<file path="config.mk">
export PLATFORM = sky130hd
export DESIGN_NAME = lsa_mmio_mem_flat
export DESIGN_NICKNAME = d
export VERILOG_FILES = /design/src/rtl/lsa_mmio_mem_if.sv /design/src/rtl/lsa_mmio_mem.sv /design/src/flat_wrapper.sv
export SDC_FILE = /design/constraint.sdc
export NUM_CORES = 2
export LEC_CHECK = 0
export ABC_AREA = 1
export ABC_CLOCK_PERIOD_IN_PS = 7700
export CORE_MARGIN = 5
export CORE_UTILIZATION = 45
export CTS_BUF_LIST = sky130_fd_sc_hd__clkbuf_16
export CTS_CLUSTER_SIZE = 20
export DETAILED_ROUTE_END_ITERATION = 12
export PLACE_DENSITY = 0.63
export SETUP_SLACK_MARGIN = 0.05
export SLEW_MARGIN = 20
export SYNTH_ARGS = -nofsm -noshare
export SYNTH_HDL_FRONTEND = slang
export SYNTH_SLANG_ARGS = --single-unit
</file>
<file path="constraint.sdc">
create_clock -name clock_in -period 7.7 [get_ports clock_in]
set_input_delay 1.54 -clock clock_in [delete_from_list [all_inputs] [get_ports clock_in]]
set_output_delay 1.54 -clock clock_in [all_outputs]
set_load 0.05 [all_outputs]
</file>
<file path="src/rtl/lsa_mmio_mem_if.sv">
// Request/response bus between lsa_core (master) and lsa_mmio_mem (slave).
// valid/ready: a request (mem_we|mem_oe) is taken on a rising edge with mem_ready=1; mem_valid pulses once with mem_out.
interface lsa_mmio_mem_if #(
    parameter int DATA_W = 16,
    parameter int ADDR_W = 16
) ();
    logic              mem_fetch;
    logic              mem_we;
    logic              mem_oe;
    logic [ADDR_W-1:0] mem_add;
    logic [DATA_W-1:0] mem_in;
    logic              mem_ready;
    logic [DATA_W-1:0] mem_out;
    logic              mem_valid;

    modport master (
        output mem_fetch, mem_we, mem_oe, mem_add, mem_in,
        input  mem_ready, mem_out, mem_valid
    );

    modport slave (
        input  mem_fetch, mem_we, mem_oe, mem_add, mem_in,
        output mem_ready, mem_out, mem_valid
    );
endinterface

</file>
<file path="src/rtl/lsa_mmio_mem.sv">
// Word RAM plus MMIO window (OUT registers, synchronised IN, sticky error), one-cycle read latency.
// Optional LSA_MMIO_CYCLE_COUNTER_EN adds a free-running cycle counter at IO_BASE+OUT_CHANNELS+1.
module lsa_mmio_mem #(
    parameter int                DATA_W       = 16,
    parameter int                ADDR_W       = 16,
    parameter int                MEM_DEPTH    = 256,
    parameter logic [ADDR_W-1:0] IO_BASE      = 'hFF00,
    parameter int                OUT_CHANNELS = 2,
    parameter int                OUT_W        = 8,
    parameter int                IN_W         = 8,
    parameter logic [OUT_W-1:0]  OUT_RESET    = '0
) (
    input  logic                          clock_in,
    input  logic                          reset_in,
    lsa_mmio_mem_if.slave                 bus,
    input  logic [IN_W-1:0]               io_in,
    output logic [OUT_CHANNELS*OUT_W-1:0] io_out,
    output logic                          err_out,
    output logic                          o_dbg_state
);
    localparam int RAM_AW = (MEM_DEPTH > 1) ? $clog2(MEM_DEPTH) : 1;

    typedef enum logic {S_IDLE = 1'b0, S_RD = 1'b1} state_t;

    state_t            r_state;
    state_t            w_next_state;
    logic [ADDR_W-1:0] r_rd_addr;
    logic [DATA_W-1:0] r_ram [MEM_DEPTH];
    logic [OUT_W-1:0]  r_out [OUT_CHANNELS];
    logic [IN_W-1:0]   r_sync1;
    logic [IN_W-1:0]   r_sync2;
    logic [DATA_W-1:0] r_mem_out;
    logic              r_valid;
    logic              r_err;

    logic              w_idle;
    logic              w_accept;
    logic              w_wr_acc;
    logic              w_rd_acc;
    logic [ADDR_W-1:0] w_dec_addr;
    logic [ADDR_W-1:0] w_off;
    logic              w_is_io;
    logic              w_is_ram;
    logic              w_is_out;
    logic              w_is_in;
    logic              w_is_cnt;
    logic              w_writable;
    logic              w_readable;
    logic [DATA_W-1:0] w_rd_data;
    logic              w_unused_fetch;

    // Fetch is only a read qualifier for the core; it changes nothing here.
    assign w_unused_fetch = bus.mem_fetch;

    // ---------------- FSM: state register ----------------
    always_ff @(posedge clock_in or negedge reset_in) begin
        if (!reset_in) r_state <= S_IDLE;
        else           r_state <= w_next_state;
    end

    // ---------------- FSM: next state ----------------
    always_comb begin
        w_next_state = r_state;
        case (r_state)
            S_IDLE:  if (w_rd_acc) w_next_state = S_RD;
            S_RD:    w_next_state = S_IDLE;
            default: w_next_state = S_IDLE;
        endcase
    end

    // ---------------- FSM: outputs ----------------
    always_comb begin
        w_idle        = (r_state == S_IDLE);
        bus.mem_ready = w_idle;
        o_dbg_state   = r_state;
    end

    assign w_accept = w_idle && (bus.mem_we || bus.mem_oe);
    assign w_wr_acc = w_accept && bus.mem_we;
    assign w_rd_acc = w_accept && bus.mem_oe && !bus.mem_we;

    // In IDLE the decoder serves the incoming request; in RD it serves the captured read address.
    assign w_dec_addr = w_idle ? bus.mem_add : r_rd_addr;
    assign w_off      = w_dec_addr - IO_BASE;
    assign w_is_io    = (w_dec_addr >= IO_BASE);
    assign w_is_ram   = (32'(w_dec_addr) < MEM_DEPTH);
    assign w_is_out   = w_is_io && (w_off < ADDR_W'(OUT_CHANNELS));
    assign w_is_in    = w_is_io && (w_off == ADDR_W'(OUT_CHANNELS));
`ifdef LSA_MMIO_CYCLE_COUNTER_EN
    assign w_is_cnt   = w_is_io && (w_off == ADDR_W'(OUT_CHANNELS + 1));
`else
    assign w_is_cnt   = 1'b0;
`endif
    assign w_writable = w_is_ram || w_is_out || w_is_cnt;
    assign w_readable = w_is_ram || w_is_out || w_is_in || w_is_cnt;

`ifdef LSA_MMIO_CYCLE_COUNTER_EN
    logic [DATA_W-1:0] r_cnt;

    always_ff @(posedge clock_in or negedge reset_in) begin
        if (!reset_in)                r_cnt <= '0;
        else if (w_wr_acc && w_is_cnt) r_cnt <= '0;
        else                          r_cnt <= r_cnt + 1'b1;
    end
`endif

    always_comb begin
        w_rd_data = '0;
        if (w_is_ram)     w_rd_data = r_ram[w_dec_addr[RAM_AW-1:0]];
        else if (w_is_in) w_rd_data = DATA_W'(r_sync2);
`ifdef LSA_MMIO_CYCLE_COUNTER_EN
        else if (w_is_cnt) w_rd_data = r_cnt;
`endif
        for (int n = 0; n < OUT_CHANNELS; n++) begin
            if (w_is_out && (w_off == ADDR_W'(n))) w_rd_data = DATA_W'(r_out[n]);
        end
    end

    // RAM has no reset so it maps onto block memory.
    always_ff @(posedge clock_in) begin
        if (w_wr_acc && w_is_ram) r_ram[w_dec_addr[RAM_AW-1:0]] <= bus.mem_in;
    end

    always_ff @(posedge clock_in or negedge reset_in) begin
        if (!reset_in) begin
            r_rd_addr <= '0;
            r_mem_out <= '0;
            r_valid   <= 1'b0;
            r_err     <= 1'b0;
            r_sync1   <= '0;
            r_sync2   <= '0;
            for (int n = 0; n < OUT_CHANNELS; n++) r_out[n] <= OUT_RESET;
        end else begin
            r_sync1 <= io_in;
            r_sync2 <= r_sync1;
            r_valid <= 1'b0;
            if (w_rd_acc) r_rd_addr <= bus.mem_add;
            for (int n = 0; n < OUT_CHANNELS; n++) begin
                if (w_wr_acc && w_is_out && (w_off == ADDR_W'(n))) r_out[n] <= bus.mem_in[OUT_W-1:0];
            end
            if (r_state == S_RD) begin
                r_mem_out <= w_rd_data;
                r_valid   <= 1'b1;
                if (!w_readable) r_err <= 1'b1;
            end
            if (w_wr_acc && (bus.mem_oe || !w_writable)) r_err <= 1'b1;
        end
    end

    assign bus.mem_out   = r_mem_out;
    assign bus.mem_valid = r_valid;
    assign err_out       = r_err;

    for (genvar g = 0; g < OUT_CHANNELS; g++) begin : g_io_out
        assign io_out[g*OUT_W +: OUT_W] = r_out[g];
    end
endmodule

</file>
<file path="src/flat_wrapper.sv">
// flat-port wrapper written by rule: the top's interface ports become plain ports
module lsa_mmio_mem_flat 
#(
    parameter int                DATA_W       = 16,
    parameter int                ADDR_W       = 16,
    parameter int                MEM_DEPTH    = 256,
    parameter logic [ADDR_W-1:0] IO_BASE      = 'hFF00,
    parameter int                OUT_CHANNELS = 2,
    parameter int                OUT_W        = 8,
    parameter int                IN_W         = 8,
    parameter logic [OUT_W-1:0]  OUT_RESET    = '0
)
  (clock_in, reset_in, io_in, io_out, err_out, o_dbg_state, bus_mem_fetch, bus_mem_we, bus_mem_oe, bus_mem_add, bus_mem_in, bus_mem_ready, bus_mem_out, bus_mem_valid);
  lsa_mmio_mem_if #(.DATA_W(DATA_W), .ADDR_W(ADDR_W)) bus_i ();
  input  logic clock_in;
  input  logic reset_in;
  input  logic [IN_W-1:0] io_in;
  output logic [OUT_CHANNELS*OUT_W-1:0] io_out;
  output logic err_out;
  output logic o_dbg_state;
  input wire logic [$bits(bus_i.mem_fetch)-1:0] bus_mem_fetch;
  input wire logic [$bits(bus_i.mem_we)-1:0] bus_mem_we;
  input wire logic [$bits(bus_i.mem_oe)-1:0] bus_mem_oe;
  input wire logic [$bits(bus_i.mem_add)-1:0] bus_mem_add;
  input wire logic [$bits(bus_i.mem_in)-1:0] bus_mem_in;
  output wire logic [$bits(bus_i.mem_ready)-1:0] bus_mem_ready;
  output wire logic [$bits(bus_i.mem_out)-1:0] bus_mem_out;
  output wire logic [$bits(bus_i.mem_valid)-1:0] bus_mem_valid;
  assign bus_i.mem_fetch = bus_mem_fetch;
  assign bus_i.mem_we = bus_mem_we;
  assign bus_i.mem_oe = bus_mem_oe;
  assign bus_i.mem_add = bus_mem_add;
  assign bus_i.mem_in = bus_mem_in;
  assign bus_mem_ready = bus_i.mem_ready;
  assign bus_mem_out = bus_i.mem_out;
  assign bus_mem_valid = bus_i.mem_valid;
  lsa_mmio_mem #(.DATA_W(DATA_W), .ADDR_W(ADDR_W), .MEM_DEPTH(MEM_DEPTH), .IO_BASE(IO_BASE), .OUT_CHANNELS(OUT_CHANNELS), .OUT_W(OUT_W), .IN_W(IN_W), .OUT_RESET(OUT_RESET)) u_core (.clock_in(clock_in), .reset_in(reset_in), .bus(bus_i), .io_in(io_in), .io_out(io_out), .err_out(err_out), .o_dbg_state(o_dbg_state));
endmodule
</file>
Word level (Yosys, flattened, before mapping)
Memory sizes are Yosys's and may differ from the RTL's. Cells that the tools add are included.

Add/sub/neg operators: 1. Order comparisons: 3. Equal/unequal tests: 3. Multiplexer cells: 13. Bitwise operators: 1. Reductions and logical operators: 22.

Operators with widths (number): 16-bit two-way mux (4); 16-bit by 1-bit equality test with 1-bit output, second input constant (1); 16-bit by 2-bit equality test with 1-bit output, second input constant (1); 16-bit >= comparator, second input constant (1); 16-bit zero test (1); 16-bit by 2-bit < comparator with 1-bit output, second input constant (1); 16-bit by 9-bit < comparator with 1-bit output, second input constant (1); 16-bit subtractor, second input constant (1); 1-bit logical AND (13); 8-bit two-way mux (1); 1-bit two-way mux (7); 1-bit logical OR (4); 1-bit zero test (2); 2-bit inequality test, second input constant (1); 1-bit case mux with 2 select lines (1); 2-bit AND reduction (1); 2-bit nonzero test (1); 1-bit inverter (1).

Register bits after elaboration: 67. Bits in writable memories: 4096. Input bits: 45. Output and inout port bits: 36. Word-level logic and storage cells: 53. Memories: 1.

Memory list: u_core.r_ram (depth 256, width 16, rd ports 1, clocked after memory_dff 0, write ports 1, RTL line lsa_mmio_mem.sv:28) `logic [DATA_W-1:0] r_ram [MEM_DEPTH];`.

Longest topological paths before layout
Word-level depth: 10. Gate-level depth with buffers: 23.

Worst setup path after synthesis
OpenSTA, ideal clock, no wires.

Path kind: input to register. From: in bus_mem_add[1]. To: mem u_core.r_ram[115][0], enable pin. Arrival time: 3785 ps. Required time: 7312 ps. Slack: 3526 ps. Cell stages on the path: 10. Path buffers: 4. Cell sequence: inv_1 -> o21ai_2 -> nand2_1 -> inv_2 -> buf_2 -> buf_2 -> buf_2 -> nand2_1 -> clkbuf_1 -> nor2_1.

Word-level cells in the longest chain between the ends: 5.

Ends and longest elaborated chain: start: declaration (RTL line flat_wrapper.sv:24) `input wire logic [$bits(bus_i.mem_add)-1:0] bus_mem_add;`; 16-bit two-way mux (*) (RTL line lsa_mmio_mem.sv:83) `assign w_dec_addr = w_idle ? bus.mem_add : r_rd_addr;`; 16-bit by 9-bit < comparator with 1-bit output (RTL line lsa_mmio_mem.sv:86) `assign w_is_ram = (32'(w_dec_addr) < MEM_DEPTH);`; 1-bit logical AND (RTL line lsa_mmio_mem.sv:121) `if (w_wr_acc && w_is_ram) r_ram[w_dec_addr[RAM_AW-1:0]] <= bus.mem_in;`; 1-bit two-way mux (RTL line lsa_mmio_mem.sv:121); 1-bit two-way mux (not written as such) (RTL line lsa_mmio_mem.sv:121); end: declaration (RTL line lsa_mmio_mem.sv:28).

Mark *: on every way between the ends. The rest lies on a longest branch, timed or not.

Worst setup path in the final report
From: reg u_core.r_state, in the netlist u_core.o_dbg_state. To: reg u_core.r_mem_out[6], in the netlist u_core.bus.mem_out[6].

Word-level cells in the longest chain between the ends: 8. Elaborated cells between the ends (all ways): 17.

Ends and longest elaborated chain: start: declaration (RTL line lsa_mmio_mem.sv:25) `state_t r_state;`; start signal: assignment (RTL line lsa_mmio_mem.sv:58) `else r_state <= w_next_state;`; branches (longest 8 deep; another with 16-bit subtractor); end signal: assignment (RTL line lsa_mmio_mem.sv:142) `r_mem_out <= w_rd_data;`; end: declaration (RTL line lsa_mmio_mem.sv:32) `logic [DATA_W-1:0] r_mem_out;`.

Parallel ways; which one is timed is not known. A chain may end at the register's enable or synchronous reset.

==> flow_summary.ini <==
[timing]
rsz_0062_raised_after_global_routing = false
final_worst_path_period_share = 0.7640
timing_hold_violations_final = 0
maximum_clock_skew_at_final_layout_ns = 0.07106
setup-violations-final = 0
final-max-slew-violation-count = 0
max_slew.worst_pin.slew_ns = 1.287
post_route_setup_tns_ns = 0
finalCriticalPeriod_ns = 5.883
worst_slew_margin_rel = 0.1421
achievable-frequency_mhz = 170.0

[die]
die_width_um = 608.1
start_util = 0.4519
die_h_um = 608.1
io_pins = 81
dieArea_sq_um = 369800
core_area_sq_um = 356200
row_count = 219

[placed_design]
port_buffer_count = 79
dp.final_hpwl_um = 271400
gp_congestion = 0.8735

[clocking]
hold_buffer_count_at_cts = 0
cts_num_sinks = 4163
htree_levels = 5
clock_tree.root_cell = sky130_fd_sc_hd__clkbuf_16
cts_buffers = 411
clock_insertion_delay_worst_skew_ns = 1.00
clock_pin_slew_of_the_registers_on_the_worst_case_setup_and_hold_paths_ns = 0.06
clockBufferDepth = 4
clock_tree_from_tritoncts = yes
post_cts.resized_instances = 0
post-cts-setup-buffers = 0

[worst_setup_path]
rr_worst_depth = 19
reg2reg_to = u_core.bus.mem_out[6]
reg2reg_setup_slack_ns = 1.82
worstPathMaxFanout = 73
worst_setup_path_startpoint = u_core.o_dbg_state
cp_slowest_stage_delay_ns = 0.75
path_common_cell = sky130_fd_sc_hd__nand2_1
end_kind = flop
critical_path.reg2reg.startpoint = u_core.o_dbg_state
crit_end = u_core.bus.mem_out[6]
start_kind = flop
crit_path_top_delay_cell = sky130_fd_sc_hd__inv_8
cp_cell_sequence = inv_4 > nand2_4 > nand2_8 > nand2_4 > inv_8 > nand2_1 > nand3_1 > nand2_1 > nand2_1 > o21ai_0 > nand2_1 > nor2_1 > nor2_1 > nor2_1 > nand2_1 > nand2_1 > nand2_1 > nand2_1 > nand2_1
worst-setup-path-type = flop to flop
crit_arrival_ns = 6.81
critical_path_required_ns = 8.63

[detailed_routing]
route.met3.wl_um = 54550
met2WireLength_um = 219200
routed_wire_length_per_instance_um = 26.90
wl_met1_um = 185700
drt_iter0_drc = 14171
drt_wl_total_um = 479600
first_pass_iteration_count_of_the_detailed_router = 6
ant_nets = 0
detailroute.via_count = 102632
route.detailed.vias_per_inst = 5.755
highest_routed_layer = met5
drt_drc_violations_left = 0

[cells_and_area]
flow.area_growth_from_synthesis_pct = 13.57
fin_nets = 12777
finish.utilization = 0.5132
layout.cells.most_common_list = 4719 x sky130_fd_sc_hd__nand2_1, 4096 x sky130_fd_sc_hd__edfxtp_1, 896 x sky130_fd_sc_hd__o22ai_1
layout.cells.most_common = sky130_fd_sc_hd__nand2_1
drive_gt1_frac = 0.08966

[global_route]
grt_first_pass_wirelength_um = 682600
grt_usage = 0.2504
grt-ovfl-total = 0
antenna_violations_before_repair = 25
grt_max_degree = 182
first_global_vias = 95339

[synthesis]
number_of_enable_flip_flop_cells_after_synthesis = 4096
mappedNetlistArea_sq_um = 161000
synth_cell_type_count = 38
gate_count_post_synth = 12441
yosys_register_bits = 4163
synthesis.yosys.warnings = 0
net_count_after_synthesis = 12486
postSynthAreaPerCell_sq_um = 12.94
postSynth.asyncResetShare = 0.01609
sequential_to_total_area_share_from_yosys_stat = 0.7745
ys_dominant_reg_cell = sky130_fd_sc_hd__edfxtp_1

[power]
power_density_nw_per_um2 = 267.3
irDropWorstVdd_uv = 183.2
report.power.total_w = 0.04887
power_leakage_nw = 65.00

[min_path]
worst_hold_path_type = flop to flop

[status]
status = finished clean

[flow_run]
timing.max_cap.violations = 0
[critical path, delay by kind of cell (launching register included)]
family | cells | cell delay (ns)
AND/OR/NAND/NOR | 16 | 3.48
buffers and inverters | 2 | 1.28
flip-flops | 1 | 0.63
AO/OA/AOI/OAI | 1 | 0.26
[area by class of cell]
class / instances / area, sq um
fillers: 29711 / 173400
flip-flops and latches: 4163 / 124700
multi-input cells: 7498 / 32960
clock buffers: 418 / 10460
well taps: 4751 / 5944
repair buffers: 585 / 5530
clock inverters: 334 / 2923
inverters: 73 / 291.5
diodes: 10 / 25.02
[state kept, by name (all words and copies together), names as in the netlist, 8 cells and up]
name / cells
u_core.io_out: 16
u_core.r_rd_addr: 16
u_core.bus.mem_out: 16
u_core.r_sync2: 8
u_core.r_sync1: 8
u_core.r_ram: 4096
[logic make-up (layout without fill, tap and decap cells)]
group	after synthesis	count (layout)	synth area share
other cells	0	10	0
simple gates	5786	5786	0.1411
flops	4163	4163	0.7745
buf+inv	780	1410	0.02157
mux	4	4	0.0002487
compound gates	1708	1708	0.06260
[report_power, final]
| part | internal [W] | total (W) | switching, W |
|---|---|---|---|
| registers | 0.0249 | 0.0249 | 0.0000132 |
| logic | 0.000909 | 0.00396 | 0.00305 |
| clock network | 0.0114 | 0.0200 | 0.00858 |
[worst min path at each step]
stage          cells after the start           endpoint               from
4_1_cts                            0  u_core.r_sync2[7]  u_core.r_sync1[7]
5_1_grt                            0  u_core.r_sync2[7]  u_core.r_sync1[7]
6_report                           0  u_core.r_sync2[7]  u_core.r_sync1[7]
3_3_place_gp                       0  u_core.r_sync2[6]  u_core.r_sync1[6]
3_5_place_dp                       0  u_core.r_sync2[2]  u_core.r_sync1[2]
2_1_floorplan                      0  u_core.r_sync2[0]  u_core.r_sync1[0]
[Yosys cell counts (3+ instances only)]
| library cell | number | area share |
|---|---|---|
| sky130_fd_sc_hd__o21bai_1 | 4 | 0.00019 |
| sky130_fd_sc_hd__mux2i_1 | 4 | 0.00025 |
| sky130_fd_sc_hd__a21oi_1 | 48 | 0.0015 |
| sky130_fd_sc_hd__clkinv_1 | 3 | 0.000070 |
| sky130_fd_sc_hd__nor2_1 | 528 | 0.012 |
| sky130_fd_sc_hd__buf_2 | 367 | 0.011 |
| sky130_fd_sc_hd__buf_4 | 11 | 0.00051 |
| sky130_fd_sc_hd__clkbuf_1 | 279 | 0.0065 |
| sky130_fd_sc_hd__a22oi_1 | 143 | 0.0067 |
| sky130_fd_sc_hd__edfxtp_1 | 4096 | 0.76 |
| sky130_fd_sc_hd__o21ai_0 | 587 | 0.018 |
| sky130_fd_sc_hd__nand2_1 | 4724 | 0.11 |
| sky130_fd_sc_hd__inv_2 | 19 | 0.00044 |
| sky130_fd_sc_hd__nor2_2 | 7 | 0.00027 |
| sky130_fd_sc_hd__buf_1 | 42 | 0.00098 |
| sky130_fd_sc_hd__dfrtp_1 | 67 | 0.010 |
| sky130_fd_sc_hd__clkbuf_2 | 3 | 0.000093 |
| sky130_fd_sc_hd__nor3_1 | 4 | 0.00012 |
| sky130_fd_sc_hd__buf_6 | 5 | 0.00035 |
| sky130_fd_sc_hd__nor3_4 | 3 | 0.00030 |
| sky130_fd_sc_hd__inv_1 | 50 | 0.0012 |
| sky130_fd_sc_hd__nand2_2 | 16 | 0.00062 |
| sky130_fd_sc_hd__nand2_4 | 4 | 0.00028 |
| sky130_fd_sc_hd__o22ai_1 | 896 | 0.035 |
| sky130_fd_sc_hd__nand3_1 | 347 | 0.011 |
| sky130_fd_sc_hd__nor2_4 | 7 | 0.00049 |
| sky130_fd_sc_hd__nand4_1 | 140 | 0.0054 |
| sky130_fd_sc_hd__o21ai_1 | 24 | 0.00075 |
[layer usage]
layer / track usage / up-vias
li1: - / 45240
met1: 0.3477 / 50779
met2: 0.3882 / 5719
met3: 0.05736 / 884
met4: 0.09292 / 10
met5: 0 / -
[stage by stage]
step / cells / hold slack, ns / area, sq um / setup WS [ns]
6_report: 17832 / 0.3483 / 182800 / 1.817
5_1_grt: 17823 / 0.3558 / 182800 / 1.569
3_5_place_dp: 17069 / 0.3387 / 169400 / 1.175
3_3_place_gp: 17068 / 0.3342 / 169400 / 1.161
2_1_floorplan: 12441 / 0.3312 / 161000 / 3.526
4_1_cts: 17821 / 0.3504 / 182800 / 1.935
Power figures use the tool's default switching activity.
